--- src/rtl/tinyriscv_pkg.sv ---
// Shared RV32I definitions for the load/store path: opcodes, funct3 size codes, LSU states.
// Pure declarations; no timing or flow control of its own.
// The access-check helper is shared by the LSU and anything else that needs the same decode.
package tinyriscv_pkg;

    localparam int RISCV_CONFIG_XLEN = 32;

    localparam logic [6:0] OPC_LOAD  = 7'b0000011;
    localparam logic [6:0] OPC_STORE = 7'b0100011;

    localparam logic [2:0] F3_B  = 3'b000;
    localparam logic [2:0] F3_H  = 3'b001;
    localparam logic [2:0] F3_W  = 3'b010;
    localparam logic [2:0] F3_BU = 3'b100;
    localparam logic [2:0] F3_HU = 3'b101;

    typedef enum logic [1:0] {
        LSU_IDLE,
        LSU_REQ,
        LSU_WAIT,
        LSU_RESP
    } lsu_state_e;

    // 1 when the access must trap: unknown opcode/size, or a misaligned halfword/word.
    function automatic logic lsu_exc(input logic [6:0] opcode,
                                     input logic [2:0] funct3,
                                     input logic [1:0] addr_lo);
        logic legal;
        logic misaligned;
        legal = 1'b0;
        if (opcode == OPC_LOAD)
            legal = funct3 inside {F3_B, F3_H, F3_W, F3_BU, F3_HU};
        else if (opcode == OPC_STORE)
            legal = funct3 inside {F3_B, F3_H, F3_W};
        misaligned = ((funct3[1:0] == 2'b01) && addr_lo[0]) ||
                     ((funct3[1:0] == 2'b10) && (addr_lo != 2'b00));
        return !legal || misaligned;
    endfunction

endpackage

--- src/rtl/tinyriscv_lsu_if.sv ---
// Execute-stage request/response and data-bus signals of the LSU.
// No logic; master is the LSU side, slave is the core plus memory side.
// Request uses valid/ready, bus uses req/gnt then rvalid.
interface tinyriscv_lsu_if #(
    parameter int XLEN = tinyriscv_pkg::RISCV_CONFIG_XLEN
);
    logic            req_valid;
    logic            req_ready;
    logic [6:0]      req_opcode;
    logic [2:0]      req_funct3;
    logic [XLEN-1:0] req_addr;
    logic [XLEN-1:0] req_wdata;

    logic            rsp_valid;
    logic [XLEN-1:0] rsp_data;
    logic            rsp_exc;

    logic            mem_req;
    logic            mem_we;
    logic [XLEN-1:0] mem_addr;
    logic [XLEN-1:0] mem_wdata;
    logic [3:0]      mem_be;
    logic            mem_gnt;
    logic            mem_rvalid;
    logic [XLEN-1:0] mem_rdata;

    modport master (
        input  req_valid, req_opcode, req_funct3, req_addr, req_wdata,
        output req_ready,
        output rsp_valid, rsp_data, rsp_exc,
        output mem_req, mem_we, mem_addr, mem_wdata, mem_be,
        input  mem_gnt, mem_rvalid, mem_rdata
    );

    modport slave (
        output req_valid, req_opcode, req_funct3, req_addr, req_wdata,
        input  req_ready,
        input  rsp_valid, rsp_data, rsp_exc,
        input  mem_req, mem_we, mem_addr, mem_wdata, mem_be,
        output mem_gnt, mem_rvalid, mem_rdata
    );

endinterface

--- src/rtl/tinyriscv_lsu_align.sv ---
// Byte-lane steering: store byte enables/replication and load shift/extension.
// Purely combinational, zero latency.
// No flow control; the LSU FSM decides when outputs are used.
module tinyriscv_lsu_align
    import tinyriscv_pkg::*;
#(
    parameter int XLEN = RISCV_CONFIG_XLEN
) (
    input  logic [2:0]      funct3,
    input  logic [1:0]      addr_lo,
    input  logic [XLEN-1:0] wdata,
    input  logic [XLEN-1:0] rdata,
    output logic [3:0]      be,
    output logic [XLEN-1:0] wdata_lane,
    output logic [XLEN-1:0] rdata_ext
);

    logic [XLEN-1:0] rdata_sh;

    assign rdata_sh = rdata >> {addr_lo, 3'b000};

    // Store data is replicated to every lane so be alone selects the target bytes.
    always_comb begin
        be         = 4'b1111;
        wdata_lane = wdata;
        case (funct3[1:0])
            2'b00: begin
                be         = 4'b0001 << addr_lo;
                wdata_lane = {4{wdata[7:0]}};
            end
            2'b01: begin
                be         = 4'b0011 << {addr_lo[1], 1'b0};
                wdata_lane = {2{wdata[15:0]}};
            end
            default: ;
        endcase
    end

    always_comb begin
        rdata_ext = rdata_sh;
        case (funct3)
            F3_B:    rdata_ext = {{(XLEN-8){rdata_sh[7]}}, rdata_sh[7:0]};
            F3_H:    rdata_ext = {{(XLEN-16){rdata_sh[15]}}, rdata_sh[15:0]};
            F3_BU:   rdata_ext = {{(XLEN-8){1'b0}}, rdata_sh[7:0]};
            F3_HU:   rdata_ext = {{(XLEN-16){1'b0}}, rdata_sh[15:0]};
            default: rdata_ext = rdata_sh;
        endcase
    end

endmodule

--- src/rtl/tinyriscv_lsu.sv ---
// RV32I load/store unit: one access at a time from execute stage to a req/gnt data bus.
// Latency: exception 1 cycle, store 2 + gnt stalls, load 3 + gnt stalls + rvalid wait.
// Backpressure: req_ready only in IDLE; mem_req and its fields held until mem_gnt.
module tinyriscv_lsu
    import tinyriscv_pkg::*;
#(
    parameter int XLEN = RISCV_CONFIG_XLEN
) (
    input  logic            clk,
    input  logic            rst_n,
    tinyriscv_lsu_if.master bus
);

    lsu_state_e      state;
    lsu_state_e      state_nxt;
    logic [6:0]      opcode_q;
    logic [2:0]      funct3_q;
    logic [XLEN-1:0] addr_q;
    logic [XLEN-1:0] wdata_q;
    logic [XLEN-1:0] rsp_data_q;
    logic            rsp_exc_q;

    logic            accept;
    logic            req_exc;
    logic            is_store_q;
    logic [3:0]      be;
    logic [XLEN-1:0] wdata_lane;
    logic [XLEN-1:0] rdata_ext;

    assign accept     = bus.req_valid && (state == LSU_IDLE);
    assign req_exc    = lsu_exc(bus.req_opcode, bus.req_funct3, bus.req_addr[1:0]);
    assign is_store_q = (opcode_q == OPC_STORE);

    tinyriscv_lsu_align #(.XLEN(XLEN)) u_align (
        .funct3     (funct3_q),
        .addr_lo    (addr_q[1:0]),
        .wdata      (wdata_q),
        .rdata      (bus.mem_rdata),
        .be         (be),
        .wdata_lane (wdata_lane),
        .rdata_ext  (rdata_ext)
    );

    always_ff @(posedge clk or negedge rst_n) begin
        if (!rst_n) state <= LSU_IDLE;
        else        state <= state_nxt;
    end

    // Bus outputs are gated by state so nothing leaks onto the bus outside REQ.
    always_comb begin
        state_nxt      = state;
        bus.req_ready  = 1'b0;
        bus.rsp_valid  = 1'b0;
        bus.mem_req    = 1'b0;
        bus.mem_we     = 1'b0;
        bus.mem_addr   = '0;
        bus.mem_wdata  = '0;
        bus.mem_be     = '0;
        case (state)
            LSU_IDLE: begin
                bus.req_ready = 1'b1;
                if (bus.req_valid) state_nxt = req_exc ? LSU_RESP : LSU_REQ;
            end
            LSU_REQ: begin
                bus.mem_req   = 1'b1;
                bus.mem_we    = is_store_q;
                bus.mem_addr  = {addr_q[XLEN-1:2], 2'b00};
                bus.mem_wdata = wdata_lane;
                bus.mem_be    = be;
                if (bus.mem_gnt) state_nxt = is_store_q ? LSU_RESP : LSU_WAIT;
            end
            LSU_WAIT: begin
                if (bus.mem_rvalid) state_nxt = LSU_RESP;
            end
            LSU_RESP: begin
                bus.rsp_valid = 1'b1;
                state_nxt     = LSU_IDLE;
            end
            default: state_nxt = LSU_IDLE;
        endcase
    end

    always_ff @(posedge clk or negedge rst_n) begin
        if (!rst_n) begin
            opcode_q   <= '0;
            funct3_q   <= '0;
            addr_q     <= '0;
            wdata_q    <= '0;
            rsp_data_q <= '0;
            rsp_exc_q  <= 1'b0;
        end else begin
            if (accept) begin
                opcode_q <= bus.req_opcode;
                funct3_q <= bus.req_funct3;
                addr_q   <= bus.req_addr;
                wdata_q  <= bus.req_wdata;
            end
            // Response registers only change on entry to RESP and hold otherwise.
            if (accept && req_exc) begin
                rsp_data_q <= '0;
                rsp_exc_q  <= 1'b1;
            end else if ((state == LSU_REQ) && bus.mem_gnt && is_store_q) begin
                rsp_data_q <= '0;
                rsp_exc_q  <= 1'b0;
            end else if ((state == LSU_WAIT) && bus.mem_rvalid) begin
                rsp_data_q <= rdata_ext;
                rsp_exc_q  <= 1'b0;
            end
        end
    end

    assign bus.rsp_data = rsp_data_q;
    assign bus.rsp_exc  = rsp_exc_q;

endmodule

--- src/flat_wrapper.sv ---
// flat-port wrapper written by rule: the top's interface ports become plain ports
module tinyriscv_lsu_flat import tinyriscv_pkg::*;
#(
    parameter int XLEN = RISCV_CONFIG_XLEN
)
  (clk, rst_n, bus_req_valid, bus_req_opcode, bus_req_funct3, bus_req_addr, bus_req_wdata, bus_req_ready, bus_rsp_valid, bus_rsp_data, bus_rsp_exc, bus_mem_req, bus_mem_we, bus_mem_addr, bus_mem_wdata, bus_mem_be, bus_mem_gnt, bus_mem_rvalid, bus_mem_rdata);
  tinyriscv_lsu_if #(.XLEN(XLEN)) bus_i ();
  input  logic clk;
  input  logic rst_n;
  input wire logic [$bits(bus_i.req_valid)-1:0] bus_req_valid;
  input wire logic [$bits(bus_i.req_opcode)-1:0] bus_req_opcode;
  input wire logic [$bits(bus_i.req_funct3)-1:0] bus_req_funct3;
  input wire logic [$bits(bus_i.req_addr)-1:0] bus_req_addr;
  input wire logic [$bits(bus_i.req_wdata)-1:0] bus_req_wdata;
  output wire logic [$bits(bus_i.req_ready)-1:0] bus_req_ready;
  output wire logic [$bits(bus_i.rsp_valid)-1:0] bus_rsp_valid;
  output wire logic [$bits(bus_i.rsp_data)-1:0] bus_rsp_data;
  output wire logic [$bits(bus_i.rsp_exc)-1:0] bus_rsp_exc;
  output wire logic [$bits(bus_i.mem_req)-1:0] bus_mem_req;
  output wire logic [$bits(bus_i.mem_we)-1:0] bus_mem_we;
  output wire logic [$bits(bus_i.mem_addr)-1:0] bus_mem_addr;
  output wire logic [$bits(bus_i.mem_wdata)-1:0] bus_mem_wdata;
  output wire logic [$bits(bus_i.mem_be)-1:0] bus_mem_be;
  input wire logic [$bits(bus_i.mem_gnt)-1:0] bus_mem_gnt;
  input wire logic [$bits(bus_i.mem_rvalid)-1:0] bus_mem_rvalid;
  input wire logic [$bits(bus_i.mem_rdata)-1:0] bus_mem_rdata;
  assign bus_i.req_valid = bus_req_valid;
  assign bus_i.req_opcode = bus_req_opcode;
  assign bus_i.req_funct3 = bus_req_funct3;
  assign bus_i.req_addr = bus_req_addr;
  assign bus_i.req_wdata = bus_req_wdata;
  assign bus_req_ready = bus_i.req_ready;
  assign bus_rsp_valid = bus_i.rsp_valid;
  assign bus_rsp_data = bus_i.rsp_data;
  assign bus_rsp_exc = bus_i.rsp_exc;
  assign bus_mem_req = bus_i.mem_req;
  assign bus_mem_we = bus_i.mem_we;
  assign bus_mem_addr = bus_i.mem_addr;
  assign bus_mem_wdata = bus_i.mem_wdata;
  assign bus_mem_be = bus_i.mem_be;
  assign bus_i.mem_gnt = bus_mem_gnt;
  assign bus_i.mem_rvalid = bus_mem_rvalid;
  assign bus_i.mem_rdata = bus_mem_rdata;
  tinyriscv_lsu #(.XLEN(XLEN)) u_core (.clk(clk), .rst_n(rst_n), .bus(bus_i));
endmodule
--- config.mk ---
export PLATFORM = sky130hd
export DESIGN_NAME = tinyriscv_lsu_flat
export DESIGN_NICKNAME = d
export VERILOG_FILES = /design/src/rtl/tinyriscv_pkg.sv /design/src/rtl/tinyriscv_lsu_if.sv /design/src/rtl/tinyriscv_lsu_align.sv /design/src/rtl/tinyriscv_lsu.sv /design/src/flat_wrapper.sv
export SDC_FILE = /design/constraint.sdc
export NUM_CORES = 1
export LEC_CHECK = 0
export BUFFER_PORTS_ARGS = -buffer_cell sky130_fd_sc_hd__buf_4
export CELL_PAD_IN_SITES_DETAIL_PLACEMENT = 0
export CELL_PAD_IN_SITES_GLOBAL_PLACEMENT = 2
export CORE_AREA = 10 10 146 148
export DETAILED_ROUTE_END_ITERATION = 8
export DIE_AREA = 0 0 156 158
export PLACE_DENSITY_LB_ADDON = 0.08
export RECOVER_POWER = 50
export SLEW_MARGIN = 5
export SYNTH_ARGS = -nofsm -noshare
export SYNTH_HDL_FRONTEND = slang
export SYNTH_SLANG_ARGS = --single-unit
--- constraint.sdc ---
create_clock -name clk -period 3 [get_ports clk]
set_input_delay 0.45 -clock clk [delete_from_list [all_inputs] [get_ports clk]]
set_output_delay 0.45 -clock clk [all_outputs]
set_load 0.03 [all_outputs]
==> results.md, run 1 <==
- The static leakage power is 3.68 nW.
- The number of antenna-violating nets in the routed design is 0.
- The synthesized netlist devotes 0% of its cell area to XOR and XNOR gates.
- During synthesis, Yosys emitted a total of 0 warnings.
- The count of cells in the finished layout, fillers not included, comes to 966.
- The initialized floorplan defines 50 standard-cell rows.
- The total inserted antenna cells is 0.
- The congestion estimate from routability-driven global placement came to 0.792.
- In this run, synthesis inferred 0 flip-flops with an integrated enable.
- The top achievable clock speed is 0.379 GHz.
- The final number of setup-violating endpoints is 0.
- The basic-gate share of the synthesized area counting and, or, nand and nor cells is 13.7%.
- Ranked by total cell area, the synthesized netlist is headed by sky130_fd_sc_hd__dfrtp_1, sky130_fd_sc_hd__mux2_2, sky130_fd_sc_hd__mux2i_1.
- The pin count of the biggest net entering global routing is 69.
- The count of buffers added on input and output ports is 213.
- The violation count after the first detailed-routing iteration is 200.
- The post-CTS setup-driven buffer insertion count is 0.
- The filler cell count in the final layout is 1815.
- The wire length of the first global-routing pass is 30.0 mm.
- Gates resized during post-CTS repair numbered 0.
- Using the TritonRoute via totals, the vias-per-cell ratio works out to 5.00.
- The synthesized instance count is 534.
- In this run the count of I/O pins placed on the die edge is 216.
- The tightest min-delay check is of the in -> reg type.
- On the final layout, the worst clock skew is 0.00839 ns.
- TritonCTS built the clock tree.
- The critical path goes through inv_1 -> ha_2 -> buf_4 -> a21boi_0 -> buf_4.
- Along the worst path, the maximum fanout reaches 68.
- The total clock buffers created by CTS is 9.
- The effective utilization at floorplan is 31.3%.
- The clock passes through at most 2 buffers.
- The clock transition time at the flip-flop clock pins of the worst setup and hold paths is 0.07 ns.
- After synthesis, the netlist uses 43 different library cells.
- The H-tree was split into 3 levels.
- sky130_fd_sc_hd__dfrtp_1 takes more of the synthesized area than any other cell.
- The first detailed-routing pass took 5 iterations.
- For this design, the slowest cell found on the critical path is sky130_fd_sc_hd__buf_4.
- The DRC violation count after routing is 0.
- After synthesis the cells add up to 5770 um^2.
- Summing the sequential cell areas from Yosys gives 47.3% of the chip area.
- Clock tree synthesis selected as its root buffer the cell sky130_fd_sc_hd__clkbuf_16.
- At the later pin of the worst-skew pair, clock insertion delay measures 0.35 ns.
- Compared with the post-synthesis result, the final layout area differs by 33.7%.
- For the pin with the worst max-slew slack, the measured transition is 2.57 ns.
- The final number of max-transition violations is 43.
- The top cell type by area accounts for 47.3% of the synthesized area.
- The utilization of the core after routing is 41.8%.
- The critical path arrival is 2.19 ns.
- The final cycle utilization of the critical path is 88.0%.
- The dominant synthesized flop cell is sky130_fd_sc_hd__dfrtp_1.
- Power spread over the standard cell area amounts to 1080 nW/um^2.
- The run finished, with violations left.
- The post-route minimum period is 2.64 ns.
- By area, the combinational part of the netlist is dominated by multiplexers.
- The library cell appearing most often on the critical path is sky130_fd_sc_hd__buf_4.
- Leaving out fill and tap cells, the most frequent cell in the layout is sky130_fd_sc_hd__buf_4.
- The total global-route track usage is 15.7%.
- The multiplexer fraction of the synthesized cell area is 20.4%.
- The number of sinks on the clock net is 109.
- The library cells used most frequently in the layout, excluding fill and tap cells, are sky130_fd_sc_hd__buf_4, sky130_fd_sc_hd__dfrtp_1, sky130_fd_sc_hd__mux2_2.
- For this design, the CTS-stage hold fixing added 0 buffers.
- After detailed placement, the design holds a cell count of 950.
- The critical path is of the reg -> out type.
- The total wire length is 19.9 mm.
- The average wire per standard cell is 20.6 um.
- Summing the areas of all fa, ha and maj instances in the mapped netlist gives 0.867% of the synthesized area.
- Summing the areas of all compound-gate instances in the mapped netlist gives 13.4% of the synthesized area.
- For this run, the post-layout net count is 842.
- The final reports fail on capacitance limit, slew limit.
- The floorplan core area is 18500 um^2.
- The flip-flop and latch count after synthesis is 109.
- For this run, the slowest stage of the critical path takes 0.48 ns.
- The die footprint is 24600 um^2.
- The initial antenna violation count is 1.
- The final setup TNS is 0 ns.
- The horizontal die dimension is 156 um.
- The critical path data required time is 2.55 ns.
- The number of global-route vias before repair is 5239.
- The kind of end point of the critical path is an output pin.
- The highest ir drop seen on vdd is 0.374 mV.
- Setup repair after global routing left no endpoint under its margin.
- The count of final hold-check violations is 0.
- Measured along the y axis, the die boundary spans 158 um.
- For this run the aggregate overflow at the end of global routing stands at 0.
- The tool flagged a number of max-cap violations equal to 1.
- The worst relative slew slack is -71.5%.
- Detailed placement ended at an HPWL of 15.0 mm.
- Counting flops with an async set or reset pin after synthesis yields a share of 100%.
- Of the cells placed in the final design, the portion with a size suffix greater than 1 is 39.6%.
- The average instance in the mapped netlist occupies 10.8 um^2.
- The total via count in the routed design is 4832.
- The worst setup path is launched from a register.
-- sequential cells by signal, indices dropped and copies added (netlist names) --
name	flops
u_core.state	2
u_core.funct3_q	3
u_core.opcode_q	7
u_core.wdata_q	32
u_core.addr_q	32
u_core.bus.rsp_exc	1
u_core.bus.rsp_data	32
-- worst max-delay path, delay by kind of cell, from the launching register on --
kind / cells / cell delay (ns)
adders and majority gates: 1 / 0.20
AOI/OAI and AO/OA: 1 / 0.35
DFF: 1 / 0.42
buffers and inverters: 3 / 0.80
-- cell usage after synthesis, drive strengths merged (13+ instances only) --
library cell,count
a21oi,13
a32oi,31
and2,38
buf,22
clkbuf,22
dfrtp,109
mux2,76
mux2i,32
nand2,55
nor2,39
nor2b,18
o21ai,23
-- report_power, final --
part	internal, mW	switching, mW	leakage (nW)
logic	1.80	2.63	2.22
registers	2.16	0.544	1.33
clock network	0.588	0.570	0.132
-- path summary, 6_finish.rpt --
kind | from | end | slack (ns) | cells after the start
setup / recovery | u_core.state[1] | bus_mem_wdata[14] | 0.36 | 5
hold / removal | bus_req_addr[14] | u_core.addr_q[14] | 0.32 | 2
setup reg to reg | u_core.state[0] | u_core.wdata_q[10] | 0.63 | 5
hold reg to reg | u_core.bus.rsp_exc | u_core.bus.rsp_exc | 0.49 | 1
max in group asynchronous | rst_n | u_core.bus.rsp_data[0] | 0.64 | 2
min in group asynchronous | rst_n | u_core.addr_q[14] | 0.88 | 1
-- kinds of logic after synthesis --
group	Yosys count
AO/OA/AOI/OAI	101
adder cells (fa/ha/maj)	4
buffers and inverters	51
flip-flops	109
multiplexers	108
other	1
AND/OR/NAND/NOR	160
-- cell type report --
type                    count  area [um^2]  share of cell area (%)
inverters                   7         26.3                   0.341
well taps                 234          293                    3.79
clock buffers              11          243                    3.15
multi-input cells         375         2810                    36.4
flip-flops and latches    109         2730                    35.3
repair buffers            225         1580                    20.5
clock inverters             5         33.8                   0.438
-- through the flow --
step           hold slack, ns  worst slack (ns)  power, mW  cell area [um^2]
5_1_grt                 0.306             0.199       8.87              7720
3_3_place_gp            0.474             0.716       7.30              7580
4_1_cts                 0.110             0.296       8.56              7850
3_5_place_dp            0.475             0.694       7.37              7580
6_report                0.325             0.361       8.30              7720
2_1_floorplan           0.154             0.656       5.77              5770
-- per-layer routing --
layer,global-route usage [%],part of all wire [%]
met4,5.17,1.8
met2,25.8,47
met1,17.5,41
met3,7.60,9.6
met5,0,0.10
Power figures use the tool's default switching activity.
==> inputs of run 2 (changes only) <==
Settings changed: PLACE_DENSITY set to 0.84, PLACE_DENSITY_LB_ADDON 0.08 to unset.
==> run 2 against run 1 <==
  * The run still ends with capacitance limit, slew limit left
  * Count of clock-buffer cells in the layout is 1 lower
  * Sequential share of layout area is 0.080 points higher
  * Sequential power is 1% higher
  * Hold slack worse by 0.016 ns
  * Combinational power hardly changed
  * First-iteration DRC count is 11% higher
  * Die area stayed put
  * Global-route usage is 0.57 points higher
  * Largest cell class unchanged
  * Highest routed layer is now met4
==> results.md, run 2 (synthesis results as in run 1) <==
- The number of sinks on the clock net is 109.
- In this run, CTS created clock tree buffers numbering 9.
- The type of the worst setup path is reg -> out.
- In this run the worst path has a maximum fanout of 18.
- The boundary pin count is 216.
- The net count reported at finish is 843.
- Cells fill 41.7% of the core in the end.
- The hold-fix buffer count after cts is 0.
- Traced cell by cell, the critical path runs through clkinv_1 -> o211a_1 -> buf_4.
- Input and output buffers added on the ports amount to 213.
- The post-route minimum period is 2.78 ns.
- The wire length of the first global-routing pass is 31.3 mm.
- The number of max-cap violations is 1.
- The ratio of cells with drive above 1 in the final layout is 39.3%.
- The static leakage power is 3.66 nW.
- The clock transition time at the flip-flop clock pins of the worst setup and hold paths is 0.08 ns.
- In this run the post-CTS setup repair buffer count came out at 0.
- The number of gates resized after CTS was 0.
- The DRC violation count after routing is 0.
- The final cycle utilization of the critical path is 92.6%.
- The final weighted congestion of routability-driven global placement is 0.839.
- The effective utilization at floorplan is 31.3%.
- Setup total negative slack on the finished layout was measured at 0 ns.
- The worst-margin pin slew is 1.58 ns.
- The per-cell via count in the routed design is 5.08.
- The largest individual stage delay along the critical path comes from the cell sky130_fd_sc_hd__dfrtp_1.
- The power consumption is 8.35 mW.
- The largest buffer count on any clock path is 2.
- The floorplan core area is 18500 um^2.
- Summing over every cut layer, the via total after detailed routing is 4909.
- The total global-route track usage is 16.2%.
- Across the routed clock network, the largest skew measured is 0.0109 ns.
- The maximum single-stage delay on the critical path is 0.73 ns.
- The die footprint is 24600 um^2.
- The total wire length is 20.4 mm.
- The pre-antenna-repair detailed-routing pass consisted of 5 iterations.
- Setup repair after global routing left no endpoint under its margin.
- The critical path data required time is 2.55 ns.
- Setup violations remaining at the end of the flow were counted as 0.
- The run finished, with violations left.
- The post-DP HPWL is 15.5 mm.
- The floorplan row count is 50.
- The final number of max-transition violations is 60.
- Measured along the y axis, the die boundary spans 158 um.
- In this run the worst hold path is classified as in -> reg.
- The root buffer cell is sky130_fd_sc_hd__clkbuf_16.
- The worst relative slew slack is -5.52%.
- The worst hold margin is 0.309 ns.
- The pin count of the biggest net entering global routing is 60.
- Leaving out fill and tap cells, the most frequent cell in the layout is sky130_fd_sc_hd__buf_4.
- The area added between synthesis and finish is 33.4%.
- The count of final hold-check violations came to 0.
- The kind of end point of the critical path is an output pin.
- For this run the aggregate overflow at the end of global routing stands at 0.
- In this run the remaining antenna-violating nets after routing total 0.
- The power density relative to cell area is 1080 nW/um^2.
- The violation count after the first detailed-routing iteration is 222.
- At the worst endpoint, the arrival time is 2.33 ns.
- The initial antenna violation count is 0.
- The library cells used most frequently in the layout, excluding fill and tap cells, are sky130_fd_sc_hd__buf_4, sky130_fd_sc_hd__dfrtp_1, sky130_fd_sc_hd__mux2_2.
- The CTS tree is yes.
- The highest ir drop seen on vdd is 0.413 mV.
- The top achievable clock speed is 0.360 GHz.
- The floorplan step set the die width to 156 um.
- The number of global-route vias before repair came to 5293.
- The average wire per standard cell is 21.1 um.
- The H-tree was split into 3 levels.
- Clock latency on the worst-skew pair, taken at its later pin, is 0.36 ns.
- The startpoint kind of the worst setup timing path is a register.
- The total inserted antenna cells is 0.
- The checks that failed: capacitance limit, slew limit.
[run 2: cell type report]
class | instances | area, um^2
clock inverters | 6 | 47.5
inverters | 7 | 26.3
well taps | 234 | 293
repair buffers | 226 | 1570
flip-flops and latches | 109 | 2730
multi-input cells | 375 | 2810
fillers | 1828 | 10800
clock buffers | 10 | 229
[run 2: where the power goes]
part           total [mW]  switching (mW)  internal [mW]  leakage (nW)
clock                1.16           0.591          0.571         0.122
sequential           2.75           0.589           2.16          1.33
combinational        4.44            2.64           1.80          2.21
total                8.35            3.82           4.53          3.66
[run 2: layer usage]
layer,routed length [um],track usage [%],up-vias
li1,-,-,2264
met1,8610,19.7,2422
met2,9170,24.9,205
met3,2330,7.92,18
met4,297,4.95,0
met5,0,0,-
[run 2: worst paths after layout]
check                                         from                     end  slack (ns)  cells after the start
worst max-delay path            u_core.funct3_q[1]       bus_mem_wdata[25]        0.22                      3
worst min-delay path              bus_req_addr[21]       u_core.addr_q[21]        0.31                      2
worst max register to register     u_core.state[0]       u_core.wdata_q[2]        0.29                      5
worst min register to register  u_core.bus.rsp_exc      u_core.bus.rsp_exc        0.49                      1
max in group asynchronous                    rst_n      u_core.opcode_q[1]        0.92                      2
min in group asynchronous                    rst_n  u_core.bus.rsp_data[3]        0.49                      1
[run 2: critical path, delay by kind of cell, from the launching register on]
family                 cells  cell delay, ns
DFF                        1            0.73
AOI/OAI and AO/OA          1            0.41
buffers and inverters      2            0.82
[run 2: through the flow]
step / setup WS [ns] / instances / instance area [um^2]
global route: 0.0668 / 967 / 7700
detailed placement: 0.506 / 951 / 7570
CTS: 0.208 / 967 / 7850
floorplan: 0.656 / 535 / 5770
global placement: 0.677 / 951 / 7570
finish: 0.221 / 967 / 7700
==> inputs of run 3 (changes only) <==
Settings changed: CORE_AREA 10 10 146 148 to 10 10 144 146, CTS_BUF_LIST set to sky130_fd_sc_hd__clkbuf_8, DIE_AREA 0 0 156 158 to 0 0 154 156, PLACE_DENSITY 0.84 to 0.86.
==> run 3 against run 2 <==
  * The run still ends with capacitance limit, slew limit left
  * Count of clock-buffer cells in the layout decreased by 1
  * Die area fell by 2.5%
  * First-iteration DRC count rose by 5.4%
  * Clock skew shrank 0.0016 ns
  * Setup slack improved by 0.020 ns
  * Largest power group unchanged
==> results.md, run 3 (synthesis results as in run 1) <==
- The total global routing overflow is 0.
- Max-cap violations in this run came to 1.
- The post-CTS setup-driven buffer insertion count is 0.
- The final reports fail on capacitance limit, slew limit.
- The clock skew is 0.00929 ns.
- The kind of end point of the critical path is an output pin.
- Cells fill 42.8% of the core in the end.
- The total global-route track usage is 16.4%.
- The startpoint kind of the worst setup timing path is a register.
- Once detail routing completed, the nets flagged for antenna violations numbered 0.
- The quantity of I/O buffers inserted on ports is 213.
- The net count reported at finish is 842.
- Once the clock tree was built, the resizer swapped 0 gates to a different size.
- The CTS tree is yes.
- Setup violations remaining at the end of the flow were counted as 0.
- Setup repair after global routing left no endpoint under its margin.
- The buffering stage count on the worst path with inverters included is 3.
- Data arrives at the worst endpoint at 2.31 ns.
- The horizontal die dimension is 154 um.
- The congestion estimate from routability-driven global placement came to 0.831.
- The total inserted antenna cells is 0.
- In the final layout, the share of cells above drive strength 1 is 39.6%.
- The final cycle utilization of the critical path is 92.0%.
- The violation count after the first detailed-routing iteration is 234.
- The top achievable clock speed is 0.362 GHz.
- The most frequent standard cell in the layout excluding fill and tap cells is sky130_fd_sc_hd__buf_4.
- Counting along the longest clock path gives a buffer depth of 2.
- The cell that appears most often on the critical path is sky130_fd_sc_hd__buf_4.
- The final number of max-transition violations is 45.
- The worst-case IR drop observed on VDD is 0.495 mV.
- Clock-pin slew was measured on the worst setup and hold paths at 0.11 ns.
- At the later pin of the worst-skew pair, clock insertion delay measures 0.39 ns.
- The count of final hold-check violations came to 0.
- 216 I/O pins were placed.
- After detailed routing, the number of remaining DRC violations is 0.
- The type of the worst setup path is reg -> out.
- The tree is rooted in a sky130_fd_sc_hd__clkbuf_8.
- The number of global-route vias before repair is 5283.
- The floorplan step defined a die boundary enclosing 24000 um^2.
- Once detailed placement completed, the half-perimeter wirelength came to 15.3 mm.
- The master of the slowest instance on the critical path is sky130_fd_sc_hd__clkinv_1.
- The top cell types in the final layout, fill and taps aside, are sky130_fd_sc_hd__buf_4, sky130_fd_sc_hd__dfrtp_1, sky130_fd_sc_hd__mux2_2.
- The first global-routing pass estimated 31.2 mm of wire.
- After layout, the worst setup slack is 0.241 ns.
- The detailed router placed 4873 vias in this run.
- The per-cell via count in the routed design is 5.07.
- After filler insertion, the fill cell instance count of the layout stands at 1765.
- For this run, the slowest stage of the critical path takes 0.52 ns.
- Buffers inserted during clock tree synthesis total 9.
- The initial antenna violation count is 0.
- Measured along the y axis, the die boundary spans 156 um.
- Timing analysis after detailed placement gives a worst setup slack of 0.579 ns.
- Setup total negative slack on the finished layout was measured at 0 ns.
- The pin count of the biggest net entering global routing is 69.
- The flow ran to the end, but the final reports show violations.
- The floorplan step defined a core boundary enclosing 17800 um^2.
- The total wire length is 20.2 mm.
- The worst-margin pin slew is 2.58 ns.
- In this run the static leakage power is 3.65 nW.
- The power consumption is 8.15 mW.
- The path class of the lowest-slack min-delay path is in -> reg.
- The floorplan row count is 49.
- The first detailed-routing pass ran for 5 iterations.
- The number of sinks on the clock net is 109.
- Hold repair after CTS inserted 0 buffers.
- The routed design could run at a clock period as short as 2.76 ns.
- In this run the worst path has a maximum fanout of 27.
- Once the floorplan was initialized, standard cells occupied 32.3% of the core.
- The area added between synthesis and finish is 32.3%.
- For the worst setup path, the data required time is 2.55 ns.
- The power density relative to cell area is 1070 nW/um^2.
- Headroom to the max-slew limit came out at -71.8%.
- The critical path goes through buf_4 -> clkinv_1 -> a21boi_0 -> buf_4.
- In the final routed layout, each cell accounts on average for 21.0 um.
- Broken down by cell family, the worst path's largest delay share belongs to buffers and inverters.
- The H-tree depth is 3.
[run 3: cell count changes in the layout (fill, tap and decap cells not counted), moves of 2 or more]
cell                        delta
sky130_fd_sc_hd__buf_4         +2
sky130_fd_sc_hd__bufinv_16     +2
sky130_fd_sc_hd__clkbuf_1      -3
sky130_fd_sc_hd__clkbuf_16     -9
sky130_fd_sc_hd__clkbuf_8      +9
sky130_fd_sc_hd__inv_6         -2
[run 3: path summary, 6_finish.rpt]
path                                     from                     end  slack, ns  cells after the start
max reg2reg                   u_core.state[0]      u_core.opcode_q[1]       0.59                      5
max                        u_core.funct3_q[1]           bus_mem_be[3]       0.24                      4
min                         bus_req_wdata[18]      u_core.wdata_q[18]       0.28                      2
min in group asynchronous               rst_n  u_core.bus.rsp_data[4]       0.86                      1
max in group asynchronous               rst_n       u_core.addr_q[30]       0.65                      2
min reg2reg                u_core.bus.rsp_exc      u_core.bus.rsp_exc       0.50                      1
[run 3: cell type report]
type                       instances  area [um^2]  share of cell area [%]
timing repair buffer             225         1570                    20.6
multi-input combinational        375         2810                    36.8
inverter                           7         26.3                   0.344
tap                              229          287                    3.75
sequential                       109         2730                    35.7
clock buffer                       9          124                    1.62
clock inverter                     7         91.3                    1.20
[run 3: per-layer routing]
metal | part of all wire (%) | GRT usage, % | vias to the layer above
li1 | - | - | 2267
met5 | 0 | 0 | -
met1 | 41 | 19.9 | 2379
met4 | 1.3 | 5.13 | 0
met3 | 11 | 7.42 | 17
met2 | 46 | 25.3 | 210
[run 3: report_power, final]
group          internal, mW  total (mW)  switching [mW]
clock                 0.466       0.990           0.524
combinational          1.79        4.47            2.68
sequential             2.16        2.69           0.527
total                  4.41        8.15            3.74
[run 3: through the flow]
stage                     cells  cell area, um^2  hold slack (ns)
after detailed placement    945             7560            0.486
after CTS                   961             7770           0.0713
final                       961             7640            0.285
after floorplan             535             5770            0.154
after global placement      945             7560            0.479
after global routing        961             7640            0.264
